**config.mk**
```make
export PLATFORM = sky130hd
export DESIGN_NAME = square_period_meter
export DESIGN_NICKNAME = d
export VERILOG_FILES = /design/src/rtl/square_period_meter.sv
export SDC_FILE = /design/constraint.sdc
export NUM_CORES = 1
export LEC_CHECK = 0
export BUFFER_PORTS_ARGS = -buffer_cell sky130_fd_sc_hd__buf_2
export CAP_MARGIN = 20
export CORE_ASPECT_RATIO = 1.4
export CORE_UTILIZATION = 62
export CTS_CLUSTER_SIZE = 30
export DETAILED_ROUTE_END_ITERATION = 8
export PLACE_DENSITY = 0.9
export SYNTH_ARGS = -nofsm -noshare
export SYNTH_HDL_FRONTEND = slang
export SYNTH_SLANG_ARGS = --single-unit
```
**constraint.sdc**
```tcl
create_clock -name clk -period 3.6 [get_ports clk]
set_input_delay 0.18 -clock clk [delete_from_list [all_inputs] [get_ports clk]]
set_output_delay 0.18 -clock clk [all_outputs]
set_load 0.05 [all_outputs]
```
**src/rtl/square_period_meter.sv**
```systemverilog
// square_period_meter
// Measures the period and high time of a clk-synchronous square wave in clk
// cycles. Each result is the truncated mean of 2**AVG_LOG2 consecutive periods.
// Each new result is announced with a one-cycle meas_valid pulse. no_signal is
// raised when TIMEOUT cycles pass without a rising edge.
//
// Optional build macro GLITCH_FILT_EN adds an input glitch filter. With the
// filter, the input must hold a new level for GLITCH_LEN cycles before the
// meter sees it. Without the macro the raw input is used directly.
module square_period_meter #(
  parameter int CNT_W      = 32,
  parameter int AVG_LOG2   = 2,
  parameter int TIMEOUT    = 50_000_000,
  parameter int GLITCH_LEN = 3
) (
  input  logic             clk,
  input  logic             rst_n,
  input  logic             signal_rectified,
  output logic [CNT_W-1:0] period_out,
  output logic [CNT_W-1:0] high_time_out,
  output logic             meas_valid,
  output logic             no_signal
);

  // Accumulators carry AVG_LOG2 extra bits so summing 2**AVG_LOG2 samples of
  // up to CNT_W bits each can never overflow.
  localparam int ACC_W  = CNT_W + AVG_LOG2;
  localparam int SAMP_W = AVG_LOG2 + 1;

  // Value of samp_cnt_q on the rise that completes an averaging window.
  localparam logic [SAMP_W-1:0] SAMP_LAST   = SAMP_W'((1 << AVG_LOG2) - 1);
  localparam logic [CNT_W-1:0]  TIMEOUT_CNT = CNT_W'(TIMEOUT);
  localparam logic [CNT_W-1:0]  CNT_ONE     = CNT_W'(1);

  // FSM encoding
  localparam logic [0:0] ST_IDLE    = 1'b0;
  localparam logic [0:0] ST_MEASURE = 1'b1;

  // Configurations the counters cannot represent.
  // TIMEOUT must fit in CNT_W bits and leave room for a 2-cycle period.
  // GLITCH_LEN must be at least one cycle.
  // This block is empty: it only names the illegal corner so that it is
  // visible when reading the parameter list.
  if (TIMEOUT < 2 || GLITCH_LEN < 1 || AVG_LOG2 < 0) begin : g_bad_params
  end

  // ---------------------------------------------------------------------------
  // Input conditioning
  // ---------------------------------------------------------------------------
  logic sig;

`ifdef GLITCH_FILT_EN
  localparam int GCNT_W = $clog2(GLITCH_LEN + 1);
  localparam logic [GCNT_W-1:0] GCNT_LAST = GCNT_W'(GLITCH_LEN - 1);

  logic              sig_filt_q, sig_filt_d;
  logic [GCNT_W-1:0] gcnt_q, gcnt_d;

  // Count consecutive cycles where the raw input disagrees with the filtered
  // level. The filtered level follows only after GLITCH_LEN such cycles.
  always_comb begin
    sig_filt_d = sig_filt_q;
    gcnt_d     = '0;
    if (signal_rectified != sig_filt_q) begin
      if (gcnt_q == GCNT_LAST) begin
        sig_filt_d = signal_rectified;
        gcnt_d     = '0;
      end else begin
        gcnt_d = gcnt_q + 1'b1;
      end
    end
  end

  // Filter registers. Reset to a low level.
  always_ff @(posedge clk or negedge rst_n) begin
    if (!rst_n) begin
      sig_filt_q <= 1'b0;
      gcnt_q     <= '0;
    end else begin
      sig_filt_q <= sig_filt_d;
      gcnt_q     <= gcnt_d;
    end
  end

  assign sig = sig_filt_q;
`else
  assign sig = signal_rectified;
`endif

  // ---------------------------------------------------------------------------
  // Edge detection
  // ---------------------------------------------------------------------------
  logic sq_q, sq_d;
  logic rise;

  // sq holds sig from the previous cycle. A rise is a low-to-high step of sig.
  always_comb begin
    sq_d = sig;
    rise = sig & ~sq_q;
  end

  // ---------------------------------------------------------------------------
  // Measurement state
  // ---------------------------------------------------------------------------
  logic [0:0]        state_q, state_d;
  logic [CNT_W-1:0]  period_cnt_q, period_cnt_d;
  logic [CNT_W-1:0]  high_cnt_q, high_cnt_d;
  logic [ACC_W-1:0]  acc_p_q, acc_p_d;
  logic [ACC_W-1:0]  acc_h_q, acc_h_d;
  logic [SAMP_W-1:0] samp_cnt_q, samp_cnt_d;
  logic [CNT_W-1:0]  period_out_q, period_out_d;
  logic [CNT_W-1:0]  high_time_out_q, high_time_out_d;
  logic              meas_valid_q, meas_valid_d;
  logic              no_signal_q, no_signal_d;
  logic [ACC_W-1:0]  sum_p, sum_h;

  // Next-state logic.
  // A rise closes the running sample and folds it into the accumulators.
  // When the rise closes the last sample of a window, a result is published
  // instead. When period_cnt reaches TIMEOUT, the partial window is dropped.
  always_comb begin
    state_d         = state_q;
    period_cnt_d    = period_cnt_q;
    high_cnt_d      = high_cnt_q;
    acc_p_d         = acc_p_q;
    acc_h_d         = acc_h_q;
    samp_cnt_d      = samp_cnt_q;
    period_out_d    = period_out_q;
    high_time_out_d = high_time_out_q;
    meas_valid_d    = 1'b0;
    no_signal_d     = no_signal_q;

    // Running totals including the sample closed by a rise in this cycle.
    sum_p = acc_p_q + ACC_W'(period_cnt_q);
    sum_h = acc_h_q + ACC_W'(high_cnt_q);

    case (state_q)
      ST_IDLE: begin
        // The first rise only arms the counters; it yields no sample.
        if (rise) begin
          state_d      = ST_MEASURE;
          period_cnt_d = CNT_ONE;
          high_cnt_d   = CNT_ONE;
          acc_p_d      = '0;
          acc_h_d      = '0;
          samp_cnt_d   = '0;
        end
      end

      ST_MEASURE: begin
        if (period_cnt_q == TIMEOUT_CNT) begin
          // Lost signal: forget the partial window and keep the last result.
          // This also covers a rise landing in this same cycle.
          state_d      = ST_IDLE;
          no_signal_d  = 1'b1;
          period_cnt_d = '0;
          high_cnt_d   = '0;
          acc_p_d      = '0;
          acc_h_d      = '0;
          samp_cnt_d   = '0;
        end else if (rise) begin
          period_cnt_d = CNT_ONE;
          high_cnt_d   = CNT_ONE;
          if (samp_cnt_q == SAMP_LAST) begin
            period_out_d    = CNT_W'(sum_p >> AVG_LOG2);
            high_time_out_d = CNT_W'(sum_h >> AVG_LOG2);
            meas_valid_d    = 1'b1;
            no_signal_d     = 1'b0;
            acc_p_d         = '0;
            acc_h_d         = '0;
            samp_cnt_d      = '0;
          end else begin
            acc_p_d    = sum_p;
            acc_h_d    = sum_h;
            samp_cnt_d = samp_cnt_q + 1'b1;
          end
        end else begin
          // Below TIMEOUT here, so the increment cannot pass it.
          // The TIMEOUT branch above stops the count, so it saturates.
          period_cnt_d = period_cnt_q + 1'b1;
          // high_cnt runs only while the wave is high, so it freezes at the fall.
          if (sig) begin
            high_cnt_d = high_cnt_q + 1'b1;
          end
        end
      end

      default: begin
        state_d = ST_IDLE;
      end
    endcase
  end

  // State registers with asynchronous active-low reset.
  always_ff @(posedge clk or negedge rst_n) begin
    if (!rst_n) begin
      sq_q            <= 1'b0;
      state_q         <= ST_IDLE;
      period_cnt_q    <= '0;
      high_cnt_q      <= '0;
      acc_p_q         <= '0;
      acc_h_q         <= '0;
      samp_cnt_q      <= '0;
      period_out_q    <= '0;
      high_time_out_q <= '0;
      meas_valid_q    <= 1'b0;
      no_signal_q     <= 1'b1;
    end else begin
      sq_q            <= sq_d;
      state_q         <= state_d;
      period_cnt_q    <= period_cnt_d;
      high_cnt_q      <= high_cnt_d;
      acc_p_q         <= acc_p_d;
      acc_h_q         <= acc_h_d;
      samp_cnt_q      <= samp_cnt_d;
      period_out_q    <= period_out_d;
      high_time_out_q <= high_time_out_d;
      meas_valid_q    <= meas_valid_d;
      no_signal_q     <= no_signal_d;
    end
  end

  // Outputs come directly from registers.
  assign period_out    = period_out_q;
  assign high_time_out = high_time_out_q;
  assign meas_valid    = meas_valid_q;
  assign no_signal     = no_signal_q;

endmodule
```
==> impl_metrics.env, run 1 <==
export IMPL_status="finished, final reports clean"
export IMPL_yosysTopAreaCellShare=0.415
export IMPL_max_slew_margin_rel=0.265
export IMPL_cts_sinks=203
export IMPL_cts_tree="done"
export IMPL_syn_area_um2=12200
export IMPL_yosys_cell_count_top_type="nand2_1"
export IMPL_via_per_inst=6.37
export IMPL_finalSetupViolCount=0
export IMPL_grt_start_max_net_pins=102
export IMPL_power_density_nw_per_um2=493
export IMPL_place_gp_congestion=0.961
export IMPL_wl_per_cell_um=18.3
export IMPL_die_x_um=121
export IMPL_grt_pass1_vias=10600
export IMPL_fin_total_pwr_uw=6640
export IMPL_yosysTopAreaCell="dfrtp_1"
export IMPL_critical_path_slowest_cell="a311oi_1"
export IMPL_required_ns=3.99
export IMPL_syn_instance_count=1318
export IMPL_ff2ff_setup_slack_ns=0.29
export IMPL_slew_violations=0
export IMPL_max_slew_worst_pin_slew_ns=1.10
export IMPL_core_um2=19200
export IMPL_multi_input_area_um2=6720
export IMPL_chipHeight_um=168
export IMPL_wl_mm=29.8
export IMPL_antenna_left=0
export IMPL_num_antenna_cells=0
export IMPL_finalCritPeriodShare=0.920
export IMPL_antenna_found_initial=0
export IMPL_rows=60
export IMPL_htreeDepth=1
export IMPL_yosysWarnings=0
export IMPL_cts_buffers=22
export IMPL_fin_skew_ns=0.0144
export IMPL_die_area_um2=20200
export IMPL_vias=10400
export IMPL_area_growth_pct=10.5
export IMPL_yosysSeqAreaShare=0.417
export IMPL_crit_path_max_fanout=6
export IMPL_critPathMaxStageDelay_ns=0.54
export IMPL_synth_xor_area_share=0.0539
export IMPL_worstSkewPairLatency_ns=0.52
export IMPL_hold_viol=0
export IMPL_yosys_top_cells_area="dfrtp_1, ha_1, nand2_1"
export IMPL_synth_adder_area_share=0.0731
export IMPL_p_leak_uw=0.00680
export IMPL_synth_compound_area_frac=0.207
export IMPL_synth_top_family_by_area="compound AO/OA/AOI/OAI gates"
export IMPL_regArea_um2=5080
export IMPL_port_buffers=68
export IMPL_arrival_ns=3.70
export IMPL_grt_pass1_wl_mm=50.6
export IMPL_ys_flop_type="dfrtp_1"
export IMPL_post_cts_buffers=0
export IMPL_hp_class="in2async"
export IMPL_clockBufferDepth=3
export IMPL_synth_top_cells_by_count="nand2_1, dfrtp_1, o21ai_0, a21oi_1, nor2_1"
export IMPL_path_common_cell="nand3_1"
export IMPL_ys_ff_latch=203
export IMPL_worstPathCellList="ha_1, fa_1, a211oi_1, o2111ai_1, nand3_1, a311oi_1, nor2_1, o31ai_1, mux2i_1, nand3_1"
export IMPL_clk_pin_slew_ns=0.07
export IMPL_drv_max_cap_violation_count=0
export IMPL_cp_end_kind="flop"
export IMPL_num_fill_cells=1462
export IMPL_synthMuxAreaShare=0.0151
export IMPL_num_io_pins=69
export IMPL_ys_async_sr_fraction=1.00
export IMPL_overflow=0
export IMPL_max_freq_ghz=0.302
export IMPL_avgSynthCellArea_um2=9.25
export IMPL_setup_worst_path_start_class="flop"
export IMPL_drcViolationCount=0
export IMPL_ir_drop_mv=0.383
export IMPL_synth_edf_count=0
export IMPL_drt_first_iter_violations=820
export IMPL_synth_distinct_cells=81
export IMPL_start_util=0.634
export IMPL_finalNetCount=1437
export IMPL_drt_pre_antenna_iters=5
export IMPL_grt_use_total=0.306
export IMPL_grt_setup_unrepaired="no"
export IMPL_cts_root_buf="clkbuf_16"
export IMPL_yosys_area_share_simple=0.200
export IMPL_syn_nets=1391
export IMPL_fin_setup_tns_ns=0
export IMPL_drive_above_1_share=0.134
export IMPL_hpwlAfterDp_mm=20.1
export IMPL_crit_type="reg2reg"
export IMPL_layout_min_cycle_time_ns=3.31
## placed cells by master (no fill, tap or decap), types with 36 or more instances in the layout
cell type | netlist | routed
a21oi_1 | 79 | 79
a22o_1 | 54 | 54
nand2_1 | 208 | 208
o21ai_0 | 109 | 109
buf_2 | 12 | 67
ha_1 | 68 | 68
a21o_1 | 36 | 36
nand3_1 | 42 | 42
dfrtp_1 | 202 | 202
xnor2_1 | 52 | 52
nor2_1 | 73 | 73
## flip-flops by register name (all words and copies together), names as in the netlist
register       cells
period_cnt_q      32
acc_h_q           34
sq_q               1
no_signal          1
state_q            1
acc_p_q           34
high_time_out     32
meas_valid         1
samp_cnt_q         3
period_out        32
high_cnt_q        32
## cell families after synthesis
family	Yosys count
simple gates	478
compound gates	384
flops	203
buf+inv	91
xor+xnor	75
fa+ha+maj	70
mux	17
## worst max-delay path, delay by kind of cell (launching register included)
family / cells / cell delay (ns)
AOI/OAI and AO/OA: 4 / 1.48
adders and majority gates: 2 / 0.51
and+or+nand+nor: 3 / 0.48
DFF: 1 / 0.46
muxes: 1 / 0.26
## what timing repair did
item | CTS | global route
hold buffers | 2 | 0
endpoints found under the hold margin | 100 | 0
gates resized for setup | 0 | 0
## area by class of cell
cell class                      instances  area share
Tap cell                              248      0.0230
Multi-Input combinational cell       1024       0.499
Clock buffer                           27      0.0461
Timing Repair Buffer                   86      0.0382
Sequential cell                       203       0.377
Inverter                               27     0.00753
Clock inverter                         13     0.00910
## through the flow
stage          area (um^2)  utilization  instances  worst slack, ns  hold slack, ns
6_report             13500        0.701       1628            0.288           0.332
5_1_grt              13500        0.701       1628            0.151           0.424
4_1_cts              13500        0.701       1628            0.353           0.373
3_5_place_dp         12700        0.661       1586            0.362           0.343
3_3_place_gp         12700        0.661       1586            0.437           0.335
2_1_floorplan        12200            -       1318            0.663          -0.116
## per-layer routing
layer / up-vias / track usage / routed length, um
met4: 0 / 0.141 / 1170
met3: 89 / 0.0386 / 1430
met2: 334 / 0.548 / 15400
li1: 4868 / - / -
met1: 5072 / 0.362 / 11700
met5: - / 0 / 0
## power breakdown
group / total, uW / leakage (uW) / internal [uW] / switching [uW]
clock network: 2330 / 0.000366 / 1370 / 959
logic: 1600 / 0.00366 / 497 / 1100
registers: 2720 / 0.00277 / 2530 / 187
total: 6640 / 0.00680 / 4400 / 2250
## worst paths after layout
path                              startpoint           endpoint  depth (start not counted)
setup / recovery               high_cnt_q[0]  high_time_out[30]                         10
hold / removal                         rst_n      high_cnt_q[5]                          2
setup reg to reg               high_cnt_q[0]  high_time_out[30]                         10
hold reg to reg            high_time_out[14]  high_time_out[14]                          2
max in group asynchronous              rst_n        acc_p_q[13]                          3
min in group clk           high_time_out[14]  high_time_out[14]                          2
Note: power is estimated with default switching activity, not from simulation.
==> run 2: changes to the inputs <==
==> constraint.sdc (replaced) <==
create_clock -name clk -period 3.6 [get_ports clk]
set_input_delay 0 -clock clk [delete_from_list [all_inputs] [get_ports clk]]
set_output_delay 0 -clock clk [all_outputs]
set_load 0.05 [all_outputs]
==> run 2 against run 1 <==
  * Worst hold slack got worse by 0.18 ns
  * Cell count is 0.25% lower
  * Maximum frequency rose by 0.46%
  * Sequential cell count did not move
  * Global-route usage shrank 0.62 points
  * Clock power down 5%
  * Total power down 1.9%
  * Die area did not move
  * Critical endpoint is now period_out[30]
  * Routed wire length shrank 0.98%
  * Worst setup slack improved by 0.015 ns
  * Combinational power about the same
  * Cell area down 0.29%
==> impl_metrics.env, run 2 (synthesis gave the netlist of run 1 again) <==
export IMPL_drv_max_cap_violation_count=0
export IMPL_drcViolationCount=0
export IMPL_max_slew_worst_pin_slew_ns=1.04
export IMPL_cp_end_kind="flop"
export IMPL_crit_type="reg2reg"
export IMPL_cts_buffers=21
export IMPL_core_um2=19200
export IMPL_ir_drop_mv=0.453
export IMPL_drive_above_1_share=0.129
export IMPL_hold_viol=0
export IMPL_start_util=0.634
export IMPL_hp_class="in2async"
export IMPL_fin_total_pwr_uw=6520
export IMPL_cts_sinks=203
export IMPL_wl_mm=29.5
export IMPL_fin_skew_ns=0.0308
export IMPL_final_common_cell="nand2_1"
export IMPL_cts_hold_buf=2
export IMPL_clockPowerShare=0.341
export IMPL_vias=10300
export IMPL_slew_violations=0
export IMPL_finalSetupViolCount=0
export IMPL_post_cts_buffers=0
export IMPL_num_io_pins=69
export IMPL_rows=60
export IMPL_num_antenna_cells=0
export IMPL_p_comb_frac=0.243
export IMPL_grt_use_total=0.300
export IMPL_p_leak_uw=0.00678
export IMPL_finalNetCount=1437
export IMPL_antenna_found_initial=0
export IMPL_grt_setup_unrepaired="no"
export IMPL_clockBufferDepth=3
export IMPL_wl_per_cell_um=18.1
export IMPL_max_freq_ghz=0.303
export IMPL_drt_pre_antenna_iters=5
export IMPL_hold_worst_slack_ns=0.153
export IMPL_grt_start_max_net_pins=114
export IMPL_antenna_left=0
export IMPL_port_buffers=68
export IMPL_clk_pin_slew_ns=0.07
export IMPL_cts_tree="done"
export IMPL_grt_pass1_wl_mm=49.6
export IMPL_place_gp_congestion=0.983
export IMPL_drt_first_iter_violations=876
export IMPL_cts_root_buf="clkbuf_16"
export IMPL_layout_common_cells="nand2_1, dfrtp_1, o21ai_0"
export IMPL_crit_path_max_fanout=6
export IMPL_htreeDepth=1
export IMPL_power_density_nw_per_um2=485
export IMPL_via_per_inst=6.34
export IMPL_power_internal_uw=4340
export IMPL_fin_util=0.699
export IMPL_required_ns=3.95
export IMPL_hpwlAfterDp_mm=20.1
export IMPL_switchingPower_uw=2180
export IMPL_die_x_um=121
export IMPL_swShare=0.334
export IMPL_reg_largest_list="acc_h_q: 34 flops, acc_p_q: 34 flops"
export IMPL_overflow=0
export IMPL_chipHeight_um=168
export IMPL_area_growth_pct=10.2
export IMPL_seqPwrFrac=0.417
export IMPL_grt_pass1_vias=10200
export IMPL_setup_worst_path_start_class="flop"
export IMPL_max_slew_margin_rel=0.304
export IMPL_layout_min_cycle_time_ns=3.30
export IMPL_fin_setup_tns_ns=0
export IMPL_worstSkewPairLatency_ns=0.52
export IMPL_ctsResizeCount=0
export IMPL_status="finished, final reports clean"
export IMPL_finalCritPeriodShare=0.916
export IMPL_arrival_ns=3.65
export IMPL_die_area_um2=20200
==> run 2: cell count changes in the layout (fill, tap and decap cells not counted), sizes merged <==
cell      before  now
clkinv         8    3
clkinvlp       3    0
buf           83   84
clkbuf        28   31
==> run 2: worst paths after layout <==
kind	start	to	slack, ns	depth (start not counted)
max	period_cnt_q[0]	period_out[30]	0.30	11
min	rst_n	acc_h_q[9]	0.15	2
max reg2reg	period_cnt_q[0]	period_out[30]	0.30	11
min reg2reg	high_time_out[7]	high_time_out[7]	0.47	2
max in group asynchronous	rst_n	high_time_out[28]	2.45	3
min in group clk	signal_rectified	sq_q	0.28	2
==> run 2: layout make-up <==
class / instances / area (um^2)
repair buffers: 87 / 534
flip-flops and latches: 203 / 5080
clock buffers: 30 / 609
clock inverters: 5 / 75.1
fillers: 1433 / 5790
inverters: 27 / 101
well taps: 248 / 310
multi-input cells: 1024 / 6720
==> run 2: per-stage QoR <==
step / setup WS [ns] / cell area (um^2) / cells
2_1_floorplan: 0.663 / 12200 / 1318
3_3_place_gp: 0.446 / 12700 / 1586
3_5_place_dp: 0.371 / 12700 / 1586
4_1_cts: 0.297 / 13400 / 1623
5_1_grt: 0.0973 / 13400 / 1624
6_report: 0.303 / 13400 / 1624
==> run 2: power by group through the flow <==
stage | registers [uW] | clock network, uW | logic, uW
5_1_grt | 2750 | 2340 | 1730
4_1_cts | 2710 | 2230 | 1580
6_report | 2710 | 2220 | 1580
3_5_place_dp | 2750 | 0 | 1570
3_3_place_gp | 2740 | 0 | 1530
2_1_floorplan | 3120 | 0 | 784
==> run 2: worst max-delay path, cell delays in order (launching register included) <==
cell and delay [ns]:
dfrtp_1 0.43, ha_1 0.26, fa_1 0.43, a211oi_1 0.26
o21ai_1 0.16, o2111ai_1 0.29, a21oi_1 0.20, buf_4 0.20
o311a_1 0.37, o22ai_1 0.27, xnor2_1 0.17, o21ai_1 0.09
==> run 2: metal layers <==
layer | vias up | wire, um | GRT usage
li1 | 4879 | - | -
met1 | 5026 | 11800 | 0.362
met2 | 334 | 15500 | 0.540
met3 | 62 | 1440 | 0.0362
met4 | 0 | 748 | 0.115
met5 | - | 0 | 0
